--- config.mk ---
export PLATFORM = sky130hd
export DESIGN_NAME = ppu_vram_arbiter
export DESIGN_NICKNAME = d
export VERILOG_FILES = /design/src/rtl/ppu_arb_pkg.sv /design/src/rtl/ppu_arb_wq.sv /design/src/rtl/ppu_vram_arbiter.sv
export SDC_FILE = /design/constraint.sdc
export NUM_CORES = 1
export LEC_CHECK = 0
export CAP_MARGIN = 20
export CELL_PAD_IN_SITES_DETAIL_PLACEMENT = 1
export CELL_PAD_IN_SITES_GLOBAL_PLACEMENT = 1
export CORE_MARGIN = 10
export CORE_UTILIZATION = 42
export CTS_BUF_LIST = sky130_fd_sc_hd__clkbuf_4 sky130_fd_sc_hd__clkbuf_8 sky130_fd_sc_hd__clkbuf_16
export DETAILED_ROUTE_END_ITERATION = 6
export PLACE_DENSITY_LB_ADDON = 0.2
export REMOVE_ABC_BUFFERS = 1
export SLEW_MARGIN = 20
export SYNTH_ARGS = -nofsm -noshare
export SYNTH_HDL_FRONTEND = slang
export SYNTH_SLANG_ARGS = --single-unit
--- constraint.sdc ---
create_clock -name VGA_CLK -period 2.65 [get_ports VGA_CLK]
set_input_delay 0.265 -clock VGA_CLK [delete_from_list [all_inputs] [get_ports VGA_CLK]]
set_output_delay 0.265 -clock VGA_CLK [all_outputs]
set_load 0.02 [all_outputs]
--- src/rtl/ppu_arb_pkg.sv ---
`default_nettype none
//==============================================================================
// Module  : ppu_arb_pkg
// Brief   : Shared types, palette decode constant and mirror helper for the
//           PPU VRAM arbiter.
// Revision: 1.0
//==============================================================================
package ppu_arb_pkg;

    typedef enum logic [1:0] {
        C_IDLE    = 2'd0,
        C_RD_PEND = 2'd1,
        C_RD_DATA = 2'd2
    } cpu_state_t;

    typedef enum logic [1:0] {
        OWN_NONE   = 2'd0,
        OWN_REN    = 2'd1,
        OWN_CPU_WR = 2'd2,
        OWN_CPU_RD = 2'd3
    } bus_owner_t;

    localparam logic [5:0] PAL_BASE = 6'h3F;

    // Sprite backdrop entries 0x10/0x14/0x18/0x1C alias the background ones.
    function automatic logic [4:0] pal_mirror(input logic [4:0] addr);
        logic [4:0] mirrored;
        mirrored = addr;
        if (addr[4] && (addr[1:0] == 2'b00)) begin
            mirrored[4] = 1'b0;
        end
        return mirrored;
    endfunction

endpackage
`default_nettype wire

--- src/rtl/ppu_arb_wq.sv ---
`default_nettype none
//==============================================================================
// Module  : ppu_arb_wq
// Brief   : Synchronous FIFO holding buffered CPU writes {addr, data}.
// Revision: 1.0
//==============================================================================
module ppu_arb_wq #(
    parameter int DEPTH = 4,
    parameter int WIDTH = 22
) (
    input  logic                     VGA_CLK,
    input  logic                     reset,
    input  logic                     push,
    input  logic [WIDTH-1:0]         push_data,
    input  logic                     pop,
    output logic [WIDTH-1:0]         head_data,
    output logic                     full,
    output logic                     empty,
    output logic [$clog2(DEPTH):0]   level
);

    localparam int              AW        = $clog2(DEPTH);
    localparam logic [AW:0]     C_FULL    = (AW + 1)'(DEPTH);
    localparam logic [AW:0]     C_LVL_ONE = (AW + 1)'(1);
    localparam logic [AW-1:0]   C_PTR_ONE = AW'(1);

    logic [WIDTH-1:0] r_mem [DEPTH];
    logic [AW-1:0]    r_wr_ptr;
    logic [AW-1:0]    r_rd_ptr;
    logic [AW:0]      r_level;
    logic             w_do_push;
    logic             w_do_pop;

    assign full      = (r_level == C_FULL);
    assign empty     = (r_level == '0);
    assign level     = r_level;
    assign head_data = r_mem[r_rd_ptr];
    assign w_do_push = push && !full;
    assign w_do_pop  = pop && !empty;

    always_ff @(posedge VGA_CLK) begin
        if (w_do_push) begin
            r_mem[r_wr_ptr] <= push_data;
        end
    end

    // Pointers are AW bits wide, so increments wrap modulo DEPTH on their own.
    always_ff @(posedge VGA_CLK or posedge reset) begin
        if (reset) begin
            r_wr_ptr <= '0;
            r_rd_ptr <= '0;
            r_level  <= '0;
        end else begin
            if (w_do_push) begin
                r_wr_ptr <= r_wr_ptr + C_PTR_ONE;
            end
            if (w_do_pop) begin
                r_rd_ptr <= r_rd_ptr + C_PTR_ONE;
            end
            case ({w_do_push, w_do_pop})
                2'b10:   r_level <= r_level + C_LVL_ONE;
                2'b01:   r_level <= r_level - C_LVL_ONE;
                default: r_level <= r_level;
            endcase
        end
    end

endmodule
`default_nettype wire

--- src/rtl/ppu_vram_arbiter.sv ---
`default_nettype none
//==============================================================================
// Module  : ppu_vram_arbiter
// Brief   : Renderer-priority VRAM/palette arbiter with buffered CPU writes.
//           Optional starvation guard: PPU_ARB_STARVE_GUARD_EN.
// Revision: 1.0
//==============================================================================
module ppu_vram_arbiter
    import ppu_arb_pkg::*;
#(
    parameter int WQ_DEPTH     = 4,
    parameter int STARVE_LIMIT = 64
) (
    input  logic                        VGA_CLK,
    input  logic                        reset,
    input  logic                        render_active,
    input  logic                        ren_req,
    input  logic [13:0]                 ren_addr,
    output logic                        ren_gnt,
    output logic                        ren_rvalid,
    output logic [7:0]                  ren_rdata,
    input  logic                        cpu_req,
    input  logic                        cpu_we,
    input  logic [13:0]                 cpu_addr,
    input  logic [7:0]                  cpu_wdata,
    output logic                        cpu_ready,
    output logic                        cpu_rvalid,
    output logic [7:0]                  cpu_rdata,
    output logic [15:0]                 vram_addr,
    output logic                        vram_we,
    output logic [7:0]                  vram_wdata,
    input  logic [7:0]                  vram_rdata,
    output logic [4:0]                  pal_addr,
    output logic                        pal_we,
    output logic [7:0]                  pal_wdata,
    input  logic [7:0]                  pal_rdata,
    output logic [$clog2(WQ_DEPTH):0]   wq_level
);

    localparam int LVL_W = $clog2(WQ_DEPTH) + 1;

    cpu_state_t     r_state;
    cpu_state_t     w_state_nxt;
    bus_owner_t     w_owner;
    logic [13:0]    r_rd_addr;
    logic           w_rd_latch;
    logic           w_push;
    logic           w_pop;
    logic           w_full;
    logic           w_empty;
    logic [21:0]    w_head;
    logic [LVL_W-1:0] w_level;
    logic           w_force;
    logic [13:0]    w_addr;
    logic           w_we;
    logic [7:0]     w_wdata;
    logic           w_sel_pal;
    logic           r_rd_pal;
    logic           r_ren_rvalid;
    logic [7:0]     r_cpu_rdata;
    logic [7:0]     w_rd_mux;

    ppu_arb_wq #(
        .DEPTH (WQ_DEPTH),
        .WIDTH (22)
    ) u_wq (
        .VGA_CLK   (VGA_CLK),
        .reset     (reset),
        .push      (w_push),
        .push_data ({cpu_addr, cpu_wdata}),
        .pop       (w_pop),
        .head_data (w_head),
        .full      (w_full),
        .empty     (w_empty),
        .level     (w_level)
    );

    assign wq_level = w_level;

`ifdef PPU_ARB_STARVE_GUARD_EN
    localparam int WAIT_W = $clog2(STARVE_LIMIT + 1);

    logic [WAIT_W-1:0] r_wait;
    logic              w_cpu_pending;
    logic              w_cpu_served;

    assign w_cpu_pending = !w_empty || (r_state == C_RD_PEND);
    assign w_cpu_served  = (w_owner == OWN_CPU_WR) || (w_owner == OWN_CPU_RD);
    assign w_force       = w_cpu_pending && (r_wait == WAIT_W'(STARVE_LIMIT));

    always_ff @(posedge VGA_CLK or posedge reset) begin
        if (reset) begin
            r_wait <= '0;
        end else if (w_cpu_served) begin
            r_wait <= '0;
        end else if (w_cpu_pending && (r_wait != WAIT_W'(STARVE_LIMIT))) begin
            r_wait <= r_wait + WAIT_W'(1);
        end
    end
`else
    logic w_unused_starve_limit;

    assign w_force               = 1'b0;
    assign w_unused_starve_limit = (STARVE_LIMIT != 0);
`endif

    // A pending read only reaches the bus once the write queue is empty,
    // which keeps CPU write-then-read ordering intact.
    always_comb begin
        w_owner = OWN_NONE;
        if (w_force) begin
            w_owner = !w_empty ? OWN_CPU_WR : OWN_CPU_RD;
        end else if (ren_req) begin
            w_owner = OWN_REN;
        end else if (!render_active && !w_empty) begin
            w_owner = OWN_CPU_WR;
        end else if (!render_active && (r_state == C_RD_PEND)) begin
            w_owner = OWN_CPU_RD;
        end
    end

    always_comb begin
        w_addr  = '0;
        w_we    = 1'b0;
        w_wdata = '0;
        case (w_owner)
            OWN_REN: begin
                w_addr = ren_addr;
            end
            OWN_CPU_WR: begin
                w_addr  = w_head[21:8];
                w_we    = 1'b1;
                w_wdata = w_head[7:0];
            end
            OWN_CPU_RD: begin
                w_addr = r_rd_addr;
            end
            default: begin
                w_addr = '0;
            end
        endcase
    end

    assign w_sel_pal  = (w_addr[13:8] == PAL_BASE);
    assign w_pop      = (w_owner == OWN_CPU_WR);
    assign ren_gnt    = (w_owner == OWN_REN);

    assign vram_addr  = {2'b00, w_addr};
    assign vram_we    = w_we && !w_sel_pal;
    assign vram_wdata = w_sel_pal ? 8'h00 : w_wdata;
    assign pal_addr   = pal_mirror(w_addr[4:0]);
    assign pal_we     = w_we && w_sel_pal;
    assign pal_wdata  = w_sel_pal ? w_wdata : 8'h00;

    always_comb begin
        w_state_nxt = r_state;
        cpu_ready   = 1'b0;
        w_push      = 1'b0;
        w_rd_latch  = 1'b0;
        case (r_state)
            C_IDLE: begin
                cpu_ready = !w_full;
                if (cpu_req && !w_full) begin
                    if (cpu_we) begin
                        w_push = 1'b1;
                    end else begin
                        w_rd_latch  = 1'b1;
                        w_state_nxt = C_RD_PEND;
                    end
                end
            end
            C_RD_PEND: begin
                if (w_owner == OWN_CPU_RD) begin
                    w_state_nxt = C_RD_DATA;
                end
            end
            C_RD_DATA: begin
                w_state_nxt = C_IDLE;
            end
            default: begin
                w_state_nxt = C_IDLE;
            end
        endcase
    end

    always_ff @(posedge VGA_CLK or posedge reset) begin
        if (reset) begin
            r_state      <= C_IDLE;
            r_rd_addr    <= '0;
            r_rd_pal     <= 1'b0;
            r_ren_rvalid <= 1'b0;
            r_cpu_rdata  <= '0;
        end else begin
            r_state      <= w_state_nxt;
            r_rd_pal     <= w_sel_pal;
            r_ren_rvalid <= ren_gnt;
            if (w_rd_latch) begin
                r_rd_addr <= cpu_addr;
            end
            if (r_state == C_RD_DATA) begin
                r_cpu_rdata <= w_rd_mux;
            end
        end
    end

    // The tag registered with each access picks which memory answers next cycle.
    assign w_rd_mux   = r_rd_pal ? pal_rdata : vram_rdata;
    assign ren_rvalid = r_ren_rvalid;
    assign ren_rdata  = r_ren_rvalid ? w_rd_mux : 8'h00;
    assign cpu_rvalid = (r_state == C_RD_DATA);
    assign cpu_rdata  = cpu_rvalid ? w_rd_mux : r_cpu_rdata;

endmodule
`default_nettype wire

==> impl_metrics.py <==
metrics = {
    "global_route": {
        "grt_pass1_vias": 3937,
        "met3_usage_pct": 5.15,
        "met1_usage_pct": 20.6,
        "use_met2_pct": 30.0,
        "grt_first_pass_wirelength_um": 23400,
        "track_usage_pct": 17.4,
        "grt_max_degree": 34,
        "grt-busiest-layer": "met2",
        "grt_antenna_before_repair": 0,
        "grt-ovfl-total": 0,
    },
    "finish": {
        "multi_input_area_mm2": 0.00184,
        "area_growth_pct": 45.1,
        "final_cell_mix": "edfxtp_1 (88), clkdlybuf4s50_1 (79), buf_4 (51), dfrtp_1 (33), nand2_1 (24)",
        "n_fill_cell": 1183,
        "register_area_mm2": 0.00347,
        "nNetsFinal": 555,
        "drive_gt1_share_pct": 35.0,
        "diodes": 0,
        "design_area_mm2": 0.00773,
        "final_common_cell": "edfxtp_1",
    },
    "synthesis": {
        "synth-edff-count": 88,
        "syn-cell-area_mm2": 0.00533,
        "synth_ff_type": "edfxtp_1",
        "ys_ff_latch": 121,
        "yosysSeqAreaShare_pct": 65.1,
        "netlist_instances": 325,
        "avgSynthCellArea_um2": 16.4,
        "ys_warn_count": 0,
        "ys_types": 42,
        "async_reset_ff_share_pct": 27.3,
    },
    "die": {
        "start_util_pct": 42.6,
        "die_w_um": 133,
        "ios": 120,
        "die_area_mm2": 0.0176,
        "core_area_mm2": 0.0125,
        "rows": 41,
        "fp.dieH_um": 133,
    },
    "pwr": {
        "p_leak_uw": 0.00296,
        "total_power_uw": 7400,
        "pwr_density_cell_mw_per_mm2": 957,
        "ir_worst_vdd_mv": 0.673,
    },
    "cts": {
        "root_buffer": "clkbuf_16",
        "clkSinkCount": 121,
        "tritoncts": "built",
        "htree_levels": 4,
        "clockBufferDepth": 2,
        "cts_buffers": 17,
        "clkSlewWorstSetupHoldPaths_ps": 60,
        "clk_latency_ps": 420,
    },
    "timing": {
        "fin_skew_ps": 8.49,
        "setup_violations": 2,
        "worst_hold_slack_ps": 276,
        "rsz0062_at_grt": "yes",
        "final-hold-violation-count": 0,
        "fmax_ghz": 0.372,
        "min_period_ps": 2680,
        "finalCritPeriodShare_pct": 101,
        "fin_ws_ps": -34.6,
        "slew_violations": 0,
    },
    "placement": {
        "portBuffers": 117,
        "dp_slack_ps": -478,
        "placed_cell_area_mm2": 0.00695,
        "gp_congestion": 0.751,
        "hpwl_um": 10400,
    },
    "critical_path": {
        "reg2reg_from": "u_wq.level[0]",
        "end_kind": "primary output",
        "rr_endpoint": "u_wq.level[2]",
        "path_class": "reg -> out",
        "arrival_ps": 2420,
        "cp-start-kind": "flip-flop",
        "cp_data_required_time_ps": 2380,
        "cp_max_fo": 5,
        "rrSetupSlack_ps": 440,
        "r2r_cells": 10,
    },
    "route": {
        "dr.first_iter.drc_count": 191,
        "routed_via_density": 5.33,
        "ant_nets": 0,
        "wire_per_inst_um": 23.7,
        "route.detailed.drc": 0,
        "dr.pass1.iters": 4,
        "vias": 3595,
        "wirelength_um": 16000,
    },
    "flow_run": {
        "max_cap_violations": 0,
    },
    "outcome": {
        "status": "finished, violations left",
        "violations": "setup timing",
    },
    "worst_hold_path": {
        "hold_path_class": "in -> async",
    },
}
==> how the worst max path moves through the flow <==
stage	from	end	slack (ps)	depth (start not counted)
after global placement	ren_req	pal_wdata[3]	-410	7
after detailed placement	ren_req	pal_wdata[7]	-480	7
final	u_wq.r_rd_ptr[0]	pal_addr[4]	-30	7
after global routing	u_wq.r_rd_ptr[0]	pal_addr[4]	-110	7
after floorplan	u_wq.level[1]	u_wq.r_mem[0][0]	-190	4
after CTS	u_wq.r_rd_ptr[0]	pal_addr[4]	-40	7
==> power breakdown <==
group          internal, uW  leakage (uW)  switching [uW]
Combinational          1270       0.00150            1310
Sequential             2350       0.00117             180
Clock                  1500      0.000285             800
Total                  5110       0.00296            2290
==> cell usage after synthesis (all sizes together), types with 2 or more instances <==
master | n | area, um2
nand3 | 7 | 35.0
a32oi | 6 | 52.6
a222oi | 5 | 50.1
mux2 | 15 | 169
o21ai | 9 | 45.0
a221o | 3 | 30.0
nand2 | 24 | 90.1
edfxtp | 88 | 2640
a22oi | 3 | 37.5
mux2i | 9 | 90.1
dfrtp | 33 | 826
inv | 17 | 63.8
clkbuf | 4 | 15.0
nor3 | 2 | 15.0
nor2 | 6 | 25.0
a31oi | 9 | 56.3
ha | 5 | 62.6
buf | 19 | 144
xor2 | 2 | 17.5
nand2b | 2 | 12.5
nor2b | 8 | 50.1
a22o | 3 | 26.3
nor4 | 9 | 113
xnor2 | 4 | 35.0
mux4 | 22 | 514
and3 | 3 | 18.8
==> cell type report <==
type,count,share of cell area [%]
timing repair buffer,168,20.2
clock inverter,10,1.65
multi-input combinational,166,23.8
inverter,17,0.826
tap,172,2.78
clock buffer,21,5.89
sequential,121,44.9
==> through the flow <==
stage	setup TNS, ps	std cells	utilization, %
floorplan	-17910	303	-
global placement	-7260	639	55.5
detailed placement	-8800	639	55.5
CTS	-160	671	60.2
global route	-471	675	61.7
finish	-55.1	675	61.7
==> state kept, by name, indices dropped and copies added (netlist names) <==
signal and flops:
u_wq.r_mem 88, r_rd_addr 14, r_cpu_rdata 8, u_wq.level 3, r_state 2, u_wq.r_rd_ptr 2, u_wq.r_wr_ptr 2, r_rd_pal 1
ren_rvalid 1
==> repair_timing <==
| item | 4_1_cts | 5_1_grt |
|---|---|---|
| setup buffers | 1 | 3 |
| cloned | 0 | 2 |
| hold buffers | 0 | 0 |
| pin swaps | 6 | 14 |
| resized for setup | 171 | 54 |
| setup endpoints to repair | 42 | 32 |
==> critical path: stages, from the launching register on <==
cell and delay [ps]:
dfrtp_1 420, buf_12 160, buf_8 110, mux4_2 510
and3_4 200, a221o_1 280, o21a_1 190, buf_6 130
==> metal layers <==
layer | share of wire, % | up-vias
met5 | 0 | -
met4 | 2.0 | 0
met3 | 5.0 | 20
met2 | 51 | 126
met1 | 42 | 1845
li1 | - | 1604
==> logic make-up after synthesis <==
group / share of synthesized area (%)
AOI/OAI and AO/OA: 6.01
xor gates and xnor gates: 0.987
adders and majority gates: 1.55
buffers and inverters: 4.18
DFF: 65.1
muxes: 14.5
other: 0.0704
and+or+nand+nor: 7.56
No activity file was read; power rests on OpenSTA's default activity.
